$ cat config.mk
export PLATFORM = sky130hd
export DESIGN_NAME = mem_lsu
export DESIGN_NICKNAME = d
export VERILOG_FILES = /design/src/rtl/mem_lsu_pkg.sv /design/src/rtl/mem_lsu_lane.sv /design/src/rtl/mem_lsu.sv
export SDC_FILE = /design/constraint.sdc
export NUM_CORES = 1
export LEC_CHECK = 0
export ABC_CLOCK_PERIOD_IN_PS = 3150
export BUFFER_PORTS_ARGS = -buffer_cell sky130_fd_sc_hd__clkbuf_2
export CAP_MARGIN = 40
export CELL_PAD_IN_SITES_DETAIL_PLACEMENT = 1
export CELL_PAD_IN_SITES_GLOBAL_PLACEMENT = 1
export CORE_ASPECT_RATIO = 1.1
export CORE_MARGIN = 5
export CORE_UTILIZATION = 35
export DETAILED_ROUTE_END_ITERATION = 8
export PLACE_DENSITY_LB_ADDON = 0.1
export SKIP_CTS_REPAIR_TIMING = 1
export SLEW_MARGIN = 25
export SYNTH_ARGS = -nofsm -noshare
export SYNTH_HDL_FRONTEND = slang
export SYNTH_SLANG_ARGS = --single-unit
$ cat constraint.sdc
create_clock -name clk -period 3.15 [get_ports clk]
set_input_delay 0.315 -clock clk [delete_from_list [all_inputs] [get_ports clk]]
set_output_delay 0.315 -clock clk [all_outputs]
set_load 0.05 [all_outputs]
$ cat src/rtl/mem_lsu_pkg.sv
// Shared definitions for the MEM stage: op encodings, widths, FSM states.
package mem_lsu_pkg;

    localparam int          RegBus   = 32;
    localparam logic [31:0] ZeroWord = 32'h0000_0000;

    localparam logic [7:0] EXE_LB_OP  = 8'b1110_0000;
    localparam logic [7:0] EXE_LH_OP  = 8'b1110_0001;
    localparam logic [7:0] EXE_LW_OP  = 8'b1110_0011;
    localparam logic [7:0] EXE_LBU_OP = 8'b1110_0100;
    localparam logic [7:0] EXE_LHU_OP = 8'b1110_0101;
    localparam logic [7:0] EXE_SB_OP  = 8'b1110_1000;
    localparam logic [7:0] EXE_SH_OP  = 8'b1110_1001;
    localparam logic [7:0] EXE_SW_OP  = 8'b1110_1011;

    typedef enum logic [1:0] {
        ST_IDLE = 2'd0,
        ST_REQ  = 2'd1,
        ST_WAIT = 2'd2
    } lsu_state_e;

    function automatic logic is_load(input logic [7:0] op);
        return (op == EXE_LB_OP) || (op == EXE_LBU_OP) || (op == EXE_LH_OP) ||
               (op == EXE_LHU_OP) || (op == EXE_LW_OP);
    endfunction

    function automatic logic is_store(input logic [7:0] op);
        return (op == EXE_SB_OP) || (op == EXE_SH_OP) || (op == EXE_SW_OP);
    endfunction

    // Halfwords need addr[0]=0, words need addr[1:0]=0; bytes are always aligned.
    function automatic logic misaligned(input logic [7:0] op, input logic [1:0] off);
        logic half, word;
        half = (op == EXE_LH_OP) || (op == EXE_LHU_OP) || (op == EXE_SH_OP);
        word = (op == EXE_LW_OP) || (op == EXE_SW_OP);
        return (half && off[0]) || (word && (off != 2'b00));
    endfunction

endpackage

$ cat src/rtl/mem_lsu_lane.sv
// Big-endian byte-lane steering: byte enables, store replication, load extract/extend.
module mem_lsu_lane
    import mem_lsu_pkg::*;
(
    input  logic [7:0]        op,
    input  logic [1:0]        off,
    input  logic [RegBus-1:0] sdata,
    input  logic [RegBus-1:0] rdata,
    output logic [3:0]        be,
    output logic [RegBus-1:0] wdata,
    output logic [RegBus-1:0] ldata
);

    logic [7:0]  rbyte;
    logic [15:0] rhalf;

    // Pick the addressed byte/halfword; offset 0 lives in the most significant lane.
    always_comb begin
        case (off)
            2'd0:    rbyte = rdata[31:24];
            2'd1:    rbyte = rdata[23:16];
            2'd2:    rbyte = rdata[15:8];
            default: rbyte = rdata[7:0];
        endcase
        rhalf = off[1] ? rdata[15:0] : rdata[31:16];
    end

    // Per-op enables, replicated store data and extended load data.
    always_comb begin
        be    = 4'b0000;
        wdata = sdata;
        ldata = ZeroWord;
        case (op)
            EXE_LB_OP:  begin be = 4'b1000 >> off; ldata = {{24{rbyte[7]}}, rbyte}; end
            EXE_LBU_OP: begin be = 4'b1000 >> off; ldata = {24'h0, rbyte}; end
            EXE_LH_OP:  begin be = off[1] ? 4'b0011 : 4'b1100; ldata = {{16{rhalf[15]}}, rhalf}; end
            EXE_LHU_OP: begin be = off[1] ? 4'b0011 : 4'b1100; ldata = {16'h0, rhalf}; end
            EXE_LW_OP:  begin be = 4'b1111; ldata = rdata; end
            EXE_SB_OP:  begin be = 4'b1000 >> off; wdata = {4{sdata[7:0]}}; end
            EXE_SH_OP:  begin be = off[1] ? 4'b0011 : 4'b1100; wdata = {2{sdata[15:0]}}; end
            EXE_SW_OP:  begin be = 4'b1111; wdata = sdata; end
            default:    be = 4'b0000;
        endcase
    end

endmodule

$ cat src/rtl/mem_lsu.sv
// MEM stage load/store unit: req/gnt/rvalid bus access, stall generation, MEM/WB register.
module mem_lsu
    import mem_lsu_pkg::*;
#(
    parameter int ADDR_W = 32,
    parameter int DATA_W = 32
) (
    input  logic              clk,
    input  logic              rst,
    input  logic              valid_i,
    input  logic [7:0]        aluop_i,
    input  logic [ADDR_W-1:0] mem_addr_i,
    input  logic [DATA_W-1:0] reg2_i,
    input  logic              wreg_i,
    input  logic [4:0]        waddr_i,
    input  logic [DATA_W-1:0] wdata_i,
    output logic              wreg_o,
    output logic [4:0]        waddr_o,
    output logic [DATA_W-1:0] wdata_o,
    output logic              stall_req_o,
    output logic              adel_o,
    output logic              ades_o,
    output logic              bus_req_o,
    output logic              bus_we_o,
    output logic [ADDR_W-1:0] bus_addr_o,
    output logic [3:0]        bus_be_o,
    output logic [DATA_W-1:0] bus_wdata_o,
    input  logic              bus_gnt_i,
    input  logic              bus_rvalid_i,
    input  logic [DATA_W-1:0] bus_rdata_i
);

    lsu_state_e  state;
    logic [7:0]  op_q;
    logic [1:0]  off_q;
    logic [4:0]  waddr_q;

    logic        ld_i, st_i, mis_i, accept, store_q;
    logic [7:0]  lane_op;
    logic [1:0]  lane_off;
    logic [3:0]  lane_be;
    logic [DATA_W-1:0] lane_wdata, lane_ldata;

    // Decode the incoming op; the lane uses live inputs in IDLE, the held op afterwards.
    always_comb begin
        ld_i     = is_load(aluop_i);
        st_i     = is_store(aluop_i);
        mis_i    = misaligned(aluop_i, mem_addr_i[1:0]);
        accept   = (state == ST_IDLE) && valid_i && (ld_i || st_i) && !mis_i;
        store_q  = is_store(op_q);
        lane_op  = (state == ST_IDLE) ? aluop_i : op_q;
        lane_off = (state == ST_IDLE) ? mem_addr_i[1:0] : off_q;
    end

    mem_lsu_lane u_lane (
        .op    (lane_op),
        .off   (lane_off),
        .sdata (reg2_i),
        .rdata (bus_rdata_i),
        .be    (lane_be),
        .wdata (lane_wdata),
        .ldata (lane_ldata)
    );

    // Hold upstream while an access is being accepted or is still outstanding.
    always_comb begin
        stall_req_o = accept ||
                      ((state == ST_REQ) && !(store_q && bus_gnt_i)) ||
                      ((state == ST_WAIT) && !bus_rvalid_i);
    end

    // Access FSM with registered bus payload and MEM/WB outputs.
    always_ff @(posedge clk) begin
        if (rst) begin
            state       <= ST_IDLE;
            op_q        <= 8'h00;
            off_q       <= 2'b00;
            waddr_q     <= 5'd0;
            wreg_o      <= 1'b0;
            waddr_o     <= 5'd0;
            wdata_o     <= ZeroWord;
            adel_o      <= 1'b0;
            ades_o      <= 1'b0;
            bus_req_o   <= 1'b0;
            bus_we_o    <= 1'b0;
            bus_addr_o  <= '0;
            bus_be_o    <= 4'b0000;
            bus_wdata_o <= ZeroWord;
        end else begin
            adel_o <= 1'b0;
            ades_o <= 1'b0;
            case (state)
                ST_IDLE: begin
                    if (!valid_i) begin
                        wreg_o  <= 1'b0;
                        waddr_o <= waddr_i;
                        wdata_o <= wdata_i;
                    end else if (!(ld_i || st_i)) begin
                        wreg_o  <= wreg_i;
                        waddr_o <= waddr_i;
                        wdata_o <= wdata_i;
                    end else if (mis_i) begin
                        // Address error: drop the write-back, flag the exception.
                        wreg_o <= 1'b0;
                        adel_o <= ld_i;
                        ades_o <= st_i;
                    end else begin
                        wreg_o      <= 1'b0;
                        op_q        <= aluop_i;
                        off_q       <= mem_addr_i[1:0];
                        waddr_q     <= waddr_i;
                        bus_req_o   <= 1'b1;
                        bus_we_o    <= st_i;
                        bus_addr_o  <= {mem_addr_i[ADDR_W-1:2], 2'b00};
                        bus_be_o    <= lane_be;
                        bus_wdata_o <= lane_wdata;
                        state       <= ST_REQ;
                    end
                end
                ST_REQ: begin
                    wreg_o <= 1'b0;
                    if (bus_gnt_i) begin
                        bus_req_o <= 1'b0;
                        bus_we_o  <= 1'b0;
                        state     <= store_q ? ST_IDLE : ST_WAIT;
                    end
                end
                ST_WAIT: begin
                    if (bus_rvalid_i) begin
                        wreg_o  <= 1'b1;
                        waddr_o <= waddr_q;
                        wdata_o <= lane_ldata;
                        state   <= ST_IDLE;
                    end else begin
                        wreg_o <= 1'b0;
                    end
                end
                default: state <= ST_IDLE;
            endcase
        end
    end

endmodule

# Word-level counts from Yosys, hierarchy flattened
# Index checks and enable logic that the tools add are counted.
# op_classes
eq_ne,29
order_cmp,0
n_shift,1
n_bitwise,4
multipliers,0
reduce_logical,40
add_sub_neg,0
div,0
muxes,36
# op_table
op,count
$pmux W32 S5,1
$eq A8 B8 Y1 const B,19
$pmux W32 S2,2
$mux W32,3
$pmux W8 S3,1
$mux W16,1
$logic_or A1 B1 Y1,15
$mux W5,3
$mux W2,7
$pmux W4 S3,1
$mux W1,10
$pmux W5 S2,1
$reduce_and A5 Y1,2
$logic_and A1 B1 Y1,8
$mux W8,1
$ne A2 B2 Y1 const B,4
$pmux W2 S3,1
$reduce_bool A2 Y1,3
$reduce_or A3 Y1,2
$reduce_or A5 Y1,1
$eq A2 B1 Y1 const B,2
$eq A2 B2 Y1 const B,2
$logic_not A2 Y1,2
$mux W4,1
other kinds (11),17
# totals
register_bits,125
word_cells,124
rom_bits,0
latchBits,0
ramBits,0
out_inout_bits,111
in_bits,147
n_memories,0

# Depth between registers and ports, before layout
# Gate-level depths: netlist of run 1.
# depth
word_depth,10
ltp_mapped,11
ltp_nobuf,7

# Cells and area by module
# From an unflattened synthesis of run 1, not the netlist that was laid out.
# unflattened
cells_unflattened,856
area_unflattened_um2,7607.3
# modules_own_cells
mod,area_per_inst_um2,instances,cells_per_inst,seq_area_each_um2
mem_lsu,6069.6,1,666,2502.4
mem_lsu_lane,1537.7,1,190,0.0

# Worst setup path after synthesis of run 1
# Ideal clock, no wire load.
# synth_timing
kind,register -> output
start,reg state[0]
end,out stall_req_o
path_stages_with_launch,10
required_ns,2.835
n_path_buf,4
setup_slack_ns,0.745
arrival_time_ns,2.090
path_cell_list,dfxtp_1 > inv_1 > ha_1 > buf_6 > buf_6 > and2_1 > buf_2 > o211ai_1 > clkbuf_1 > nand3b_1
# synth_between
elab_chain_len,6
word_cells_on_any_way,10
cone_classes,eq/ne: 2; reduce/logical: 8
# synth_rtl
element,line,source
from (decl),mem_lsu.sv:33,lsu_state_e state;
from (signal assigned),mem_lsu.sv:125,state <= store_q ? ST_IDLE : ST_WAIT;
$logic_not A2 Y1,mem_lsu.sv:49,accept = (state == ST_IDLE) && valid_i && (ld_i || st_i) && !mis_i;
$logic_and A1 B1 Y1 (3 in series),mem_lsu.sv:49,
$logic_or A1 B1 Y1,mem_lsu.sv:67,stall_req_o = accept ||
$logic_or A1 B1 Y1 (*),mem_lsu.sv:68,((state == ST_REQ) && !(store_q && bus_gnt_i)) ||
to (decl),mem_lsu.sv:20,"output logic stall_req_o,"
# Mark *: on every way between the ends. The rest lies on a longest branch, timed or not.

# Worst setup path after layout of run 1
# layout_timing
start,reg state[1]
end,reg wdata_o[17]
# layout_between
elab_chain_len,7
word_cells_on_any_way,21
cone_classes,eq/ne: 10; mux: 7; reduce/logical: 4
# layout_rtl
element,line,source
$logic_not A2 Y1,"mem_lsu.sv:51, mem_lsu.sv:52, mem_lsu.sv:92",
$mux W2,mem_lsu.sv:52,lane_off = (state == ST_IDLE) ? mem_addr_i[1:0] : off_q;
"$eq A2 B2 Y1, or another cell as far along",mem_lsu_lane.sv:19,case (off)
$pmux W8 S3,mem_lsu_lane.sv:19,
$pmux W32 S5,mem_lsu_lane.sv:33,case (op)
$mux W32,mem_lsu.sv:129,if (bus_rvalid_i) begin
$pmux W32 S2,mem_lsu.sv:92,case (state)
to (signal assigned),mem_lsu.sv:97,wdata_o <= wdata_i;
to (signal assigned),mem_lsu.sv:101,wdata_o <= wdata_i;
to (signal assigned),mem_lsu.sv:132,wdata_o <= lane_ldata;
to (decl),mem_lsu.sv:19,"output logic [DATA_W-1:0] wdata_o,"
# Parallel ways exist; a longest one is shown, timed or not. The select of a mux whose other input is x is not followed.
# A chain may end at the register's enable or synchronous reset.

==> results of run 1 <==
[metrics by stage]
stage | total power [mW] | hold WS [ns] | cell area, sq um | cells
floorplan | 2.02 | 0.387 | 6610 | 806
global placement | 2.24 | 0.442 | 8130 | 1255
detailed placement | 2.25 | 0.447 | 8160 | 1257
CTS | 4.08 | 0.0970 | 8690 | 1285
global route | 4.19 | 0.103 | 8690 | 1285
finish | 4.02 | 0.113 | 8690 | 1285
[path summary, 6_finish.rpt]
kind                         startpoint                     endpoint  slack, ns  cells after the start
max               state[1]$_SDFFE_PP0P_     wdata_o[17]$_SDFFE_PP0P_       0.38                      7
min                      mem_addr_i[12]  bus_addr_o[12]$_SDFFE_PP0P_       0.11                      3
max reg2reg       state[1]$_SDFFE_PP0P_     wdata_o[17]$_SDFFE_PP0P_       0.38                      7
min reg2reg  bus_addr_o[5]$_SDFFE_PP0P_   bus_addr_o[5]$_SDFFE_PP0P_       0.45                      2
[per-layer routing]
layer,global-route usage,up-vias
met1,0.266,3236
met4,0.0660,0
li1,-,3378
met3,0.0683,24
met2,0.379,221
met5,0,-
[layout make-up]
cell class | instances | share of cell area
Sequential cell | 125 | 0.288
Clock inverter | 7 | 0.00792
Timing Repair Buffer | 282 | 0.182
Multi-Input combinational cell | 595 | 0.429
Inverter | 12 | 0.00518
Tap cell | 243 | 0.0350
Clock buffer | 21 | 0.0530
[power by group]
group          switching [mW]  leakage, nW  internal, mW
combinational           0.369         2.33         0.202
clock                   0.705        0.257          1.10
sequential             0.0220         1.02          1.62
[sequential cells by signal (all words and copies together) (netlist names), 4 cells and up]
register,flops
bus_wdata_o,32
op_q,8
bus_be_o,4
waddr_o,5
bus_addr_o,30
waddr_q,5
wdata_o,32
[synth_stat cells, drive strengths merged (17+ instances only)]
master   instances  area [sq um]
nand2          147           552
dfxtp          125          2500
a21oi           71           359
nor2            61           231
clkbuf          39           148
mux2i           39           394
a211oi          35           275
buf             35           199
a2111oi         28           308
o21ai           28           140
nor3            22           110
nor3b           21           169
nor2b           20           125
nor4            17           113
[cells by family after synthesis]
kind of cell | after synthesis | share of synthesized area
DFF | 125 | 0.379
and+or+nand+nor | 327 | 0.240
adders and majority gates | 4 | 0.00758
AOI/OAI and AO/OA | 217 | 0.237
buffers and inverters | 86 | 0.0593
muxes | 45 | 0.0762
other | 1 | 0.000568
[critical path, stage by stage, from the launching register on]
cell and delay (ns):
dfxtp_1 0.36, inv_1 0.10, ha_1 0.22, buf_12 0.18
mux2_4 0.35, mux4_2 0.77, a2111oi_0 0.54, nor4_1 0.09
==> results by group, run 1 <==
Cells and area
  • Final core occ: 0.470
  • ANT cells: 0
  • Final net count: 1184
  • Synthesis-to-layout area growth: 31.7%
  • Area occupied by multi-input gates: 3730 sq um
  • Most common cell after layout, fill and taps aside: clkbuf_2
  • Sequential Area: 2500 sq um
  • Share of cells above drive strength 1: 0.329
  • Most frequent cells in the layout: clkbuf_2 (253), nand2_1 (147), dfxtp_1 (125)
  • Fillers: 2352

Timing
  • RSZ-0062 raised after global routing: false
  • Final period utilization: 0.878
  • Worst-Margin Slew: 0.637 ns
  • Max frequency: 362 MHz
  • Fin. Hold Viols: 0
  • Max-slew violation count: 0
  • Max Clock Skew: 0.00970 ns
  • Min cycle time layout: 2.77 ns
  • Slew headroom: 0.565
  • Setup tns final: 0 ns
  • # setup viols final: 0
  • Setup ws final: 0.385 ns

Setup path
  • Worst-path maximum fanout: 33
  • Worst Path Arrival: 3.04 ns
  • CP endpoint kind: flop
  • Critical Path Source Type: flop
  • Critical path class: flop to flop
  • WP data required: 3.43 ns

CTS
  • CTS buffer count: 17
  • Max H-tree Level: 4
  • Root Driver: clkbuf_16
  • Clk sinks: 125
  • Clk pin slew, worst setup/hold paths: 0.05 ns
  • CTS tree: built
  • Max Root-Sink Buffers: 2
  • Clk Latency, worst-skew pair: 0.42 ns

Power
  • Pwr Density: 463 nW/um^2
  • Peak VDD IR: 0.349 mV
  • Leak: 3.60 nW

Yosys
  • Post-synth ARST share: 0
  • Main flop type after synthesis: dfxtp_1
  • Seq/Total Area, Yosys: 0.379
  • Synth warnings: 0
  • Yosys cell types: 61
  • Synth Cell Area: 6600 sq um
  • Gate Count Post-Synth: 805
  • Yosys reg bits: 125
  • Syn_area_per_cell: 8.20 sq um
  • EDFF count, synth: 0

Die
  • Die area: 21700 sq um
  • Vert. Die Dim: 154 um
  • Initial Util: 0.357
  • Die extent in x: 141 um
  • Row Count: 52
  • Core area: 18500 sq um
  • I/O pin cnt: 258

Job
  • Maximum Capacitance Violations: 0

GRT
  • First-pass GRT wire length: 38.5 mm
  • Vias in the first global route: 6953
  • Largest net degree at the start of global routing: 62
  • Number of antenna violations at the first check in global routing: 0
  • GRT Resource Usage Total: 0.221
  • Grt total ovfl: 0

Run status
  • Outcome: completed

Routing
  • DR WL met3: 2.08 mm
  • DRC violations left: 0
  • Wire per inst: 19.3 um
  • Initial DRC Count: 366
  • Routed Antenna Nets: 0
  • Via/cell ratio: 5.34
  • Via count: 6859
  • DR WL met2: 12.3 mm
  • Highest Signal Layer: met4
  • First-pass iteration count of the detailed router: 7
  • DRT met1 WL: 10.0 mm
  • Final wirelength: 24.8 mm

Place
  • DP Worst Slack: 0.418 ns
  • HPWL Detailed: 18.6 mm
  • Port Buffer Count: 255
  • Global placement routability congestion: 0.833

Worst hold path
  • Worst Hold Class: primary input to flop
Note: power is estimated with default switching activity, not from simulation.
==> run 2: changes to the inputs <==
--- a/config.mk
+++ b/config.mk
@@ -14,7 +14,7 @@
 export CORE_MARGIN = 5
 export CORE_UTILIZATION = 35
 export DETAILED_ROUTE_END_ITERATION = 8
-export PLACE_DENSITY_LB_ADDON = 0.1
+export PLACE_DENSITY_LB_ADDON = 0.2
 export SKIP_CTS_REPAIR_TIMING = 1
 export SLEW_MARGIN = 25
 export SYNTH_ARGS = -nofsm -noshare
==> results by group, run 2 (synthesized netlist as in run 1, its figures left out) <==
Run status
  • Outcome: completed

GRT
  • GRT Resource Usage Total: 0.220
  • First-pass GRT wire length: 38.3 mm
  • Vias in the first global route: 7176
  • Grt total ovfl: 0
  • Number of antenna violations at the first check in global routing: 0
  • Largest net degree at the start of global routing: 54

Place
  • HPWL Detailed: 18.4 mm
  • Placed instance area: 8130 sq um
  • Global placement routability congestion: 0.845
  • Dpl cells: 1254
  • DP Worst Slack: 0.356 ns
  • Port Buffer Count: 255

Cells and area
  • Final Cell Area: 8700 sq um
  • Top flop regs: bus_wdata_o: 32 flops, wdata_o: 32 flops, bus_addr_o: 30 flops
  • Most frequent cells in the layout: clkbuf_2 (253), nand2_1 (147), dfxtp_1 (125)
  • Final cell count without fillers: 1287
  • Share of cells above drive strength 1: 0.333
  • ANT cells: 0
  • Final net count: 1182
  • Synthesis-to-layout area growth: 31.8%
  • Most common cell after layout, fill and taps aside: clkbuf_2

Setup path
  • Critical path class: flop to flop
  • Critical Path Source Type: flop
  • Worst Path Arrival: 3.10 ns
  • Worst Path Buf+Inv: 2
  • WP data required: 3.44 ns
  • Worst path cell trace: inv_1 > ha_1 > buf_12 > mux2_4 > mux4_2 > a2111oi_0 > nor4_1
  • CP delay by family, top: multiplexers
  • Slowest CP cell: mux4_2
  • CP max stage delay: 0.70 ns
  • Worst-path maximum fanout: 29
  • CP endpoint kind: flop

Timing
  • Worst-Margin Slew: 0.654 ns
  • Max-slew violation count: 0
  • Fin. Hold Viols: 0
  • Setup tns final: 0 ns
  • # setup viols final: 0
  • Min cycle time layout: 2.82 ns
  • Max Clock Skew: 0.0110 ns
  • RSZ-0062 raised after global routing: false
  • Final period utilization: 0.895
  • Setup ws final: 0.331 ns
  • Slew headroom: 0.553
  • Max frequency: 355 MHz

Routing
  • Routed Antenna Nets: 0
  • Wire per inst: 19.0 um
  • DRC violations left: 0
  • Via count: 6949
  • Final wirelength: 24.4 mm
  • Via/cell ratio: 5.40
  • Initial DRC Count: 432
  • First-pass iteration count of the detailed router: 5

Die
  • Core area: 18500 sq um
  • Row Count: 52
  • Die extent in x: 141 um
  • Vert. Die Dim: 154 um
  • Die area: 21700 sq um
  • I/O pin cnt: 258
  • Initial Util: 0.357

CTS
  • Root Driver: clkbuf_16
  • Max H-tree Level: 4
  • Clk Latency, worst-skew pair: 0.42 ns
  • Max Root-Sink Buffers: 2
  • Clk sinks: 125
  • CTS buffer count: 17
  • CTS tree: built
  • Clk pin slew, worst setup/hold paths: 0.06 ns

Worst hold path
  • Worst Hold Class: primary input to flop

Job
  • Maximum Capacitance Violations: 0

Power
  • Peak VDD IR: 0.340 mV
  • Leak: 3.59 nW
  • Pwr Density: 470 nW/um^2
==> run 2: cell count changes in the layout (fill, tap and decap cells not counted) <==
cell,previous run,this run
and2_1,1,0
and2_2,0,1
buf_16,1,0
buf_4,21,19
buf_8,0,1
clkbuf_1,2,0
clkbuf_8,2,0
clkinv_4,1,3
clkinvlp_4,2,3
inv_6,0,5
==> run 2: report_power, final <==
| group | switching [mW] | total, mW | leakage [nW] | internal (mW) |
|---|---|---|---|---|
| combinational | 0.367 | 0.564 | 2.31 | 0.198 |
| sequential | 0.0221 | 1.64 | 1.02 | 1.62 |
| clock | 0.791 | 1.89 | 0.271 | 1.09 |
| total | 1.18 | 4.09 | 3.59 | 2.91 |
==> run 2: area by class of cell <==
class / count / area, sq um
fill: 2305 / 9780
multi-input combinational: 595 / 3730
sequential: 125 / 2500
timing repair buffer: 280 / 1560
clock buffer: 17 / 425
tap: 243 / 304
clock inverter: 15 / 138
inverter: 12 / 45.0
==> run 2: final timing paths <==
kind                               start                          end  slack, ns  cells after the start
max                state[1]$_SDFFE_PP0P_     wdata_o[18]$_SDFFE_PP0P_       0.33                      7
max reg2reg        state[1]$_SDFFE_PP0P_     wdata_o[18]$_SDFFE_PP0P_       0.33                      7
min                       mem_addr_i[10]  bus_addr_o[10]$_SDFFE_PP0P_       0.11                      3
min reg2reg  bus_addr_o[10]$_SDFFE_PP0P_  bus_addr_o[10]$_SDFFE_PP0P_       0.45                      2
==> run 2: metrics by stage <==
stage	hold slack (ns)	utilization	power, mW
finish	0.108	0.471	4.09
global route	0.0901	0.471	4.27
CTS	0.0919	0.470	4.15
detailed placement	0.448	0.440	2.24
global placement	0.442	0.439	2.23
floorplan	0.387	-	2.02
==> run 2: tightest hold or removal path, delay by kind of cell <==
family / cells / cell delay, ns
AOI/OAI and AO/OA: 1 / 0.05
and+or+nand+nor: 1 / 0.04
buffers and inverters: 1 / 0.08
==> run 2: routing by layer <==
layer,track usage,share of wire
met5,0,0
met2,0.379,0.49
met1,0.261,0.41
met4,0.0614,0.016
met3,0.0733,0.083
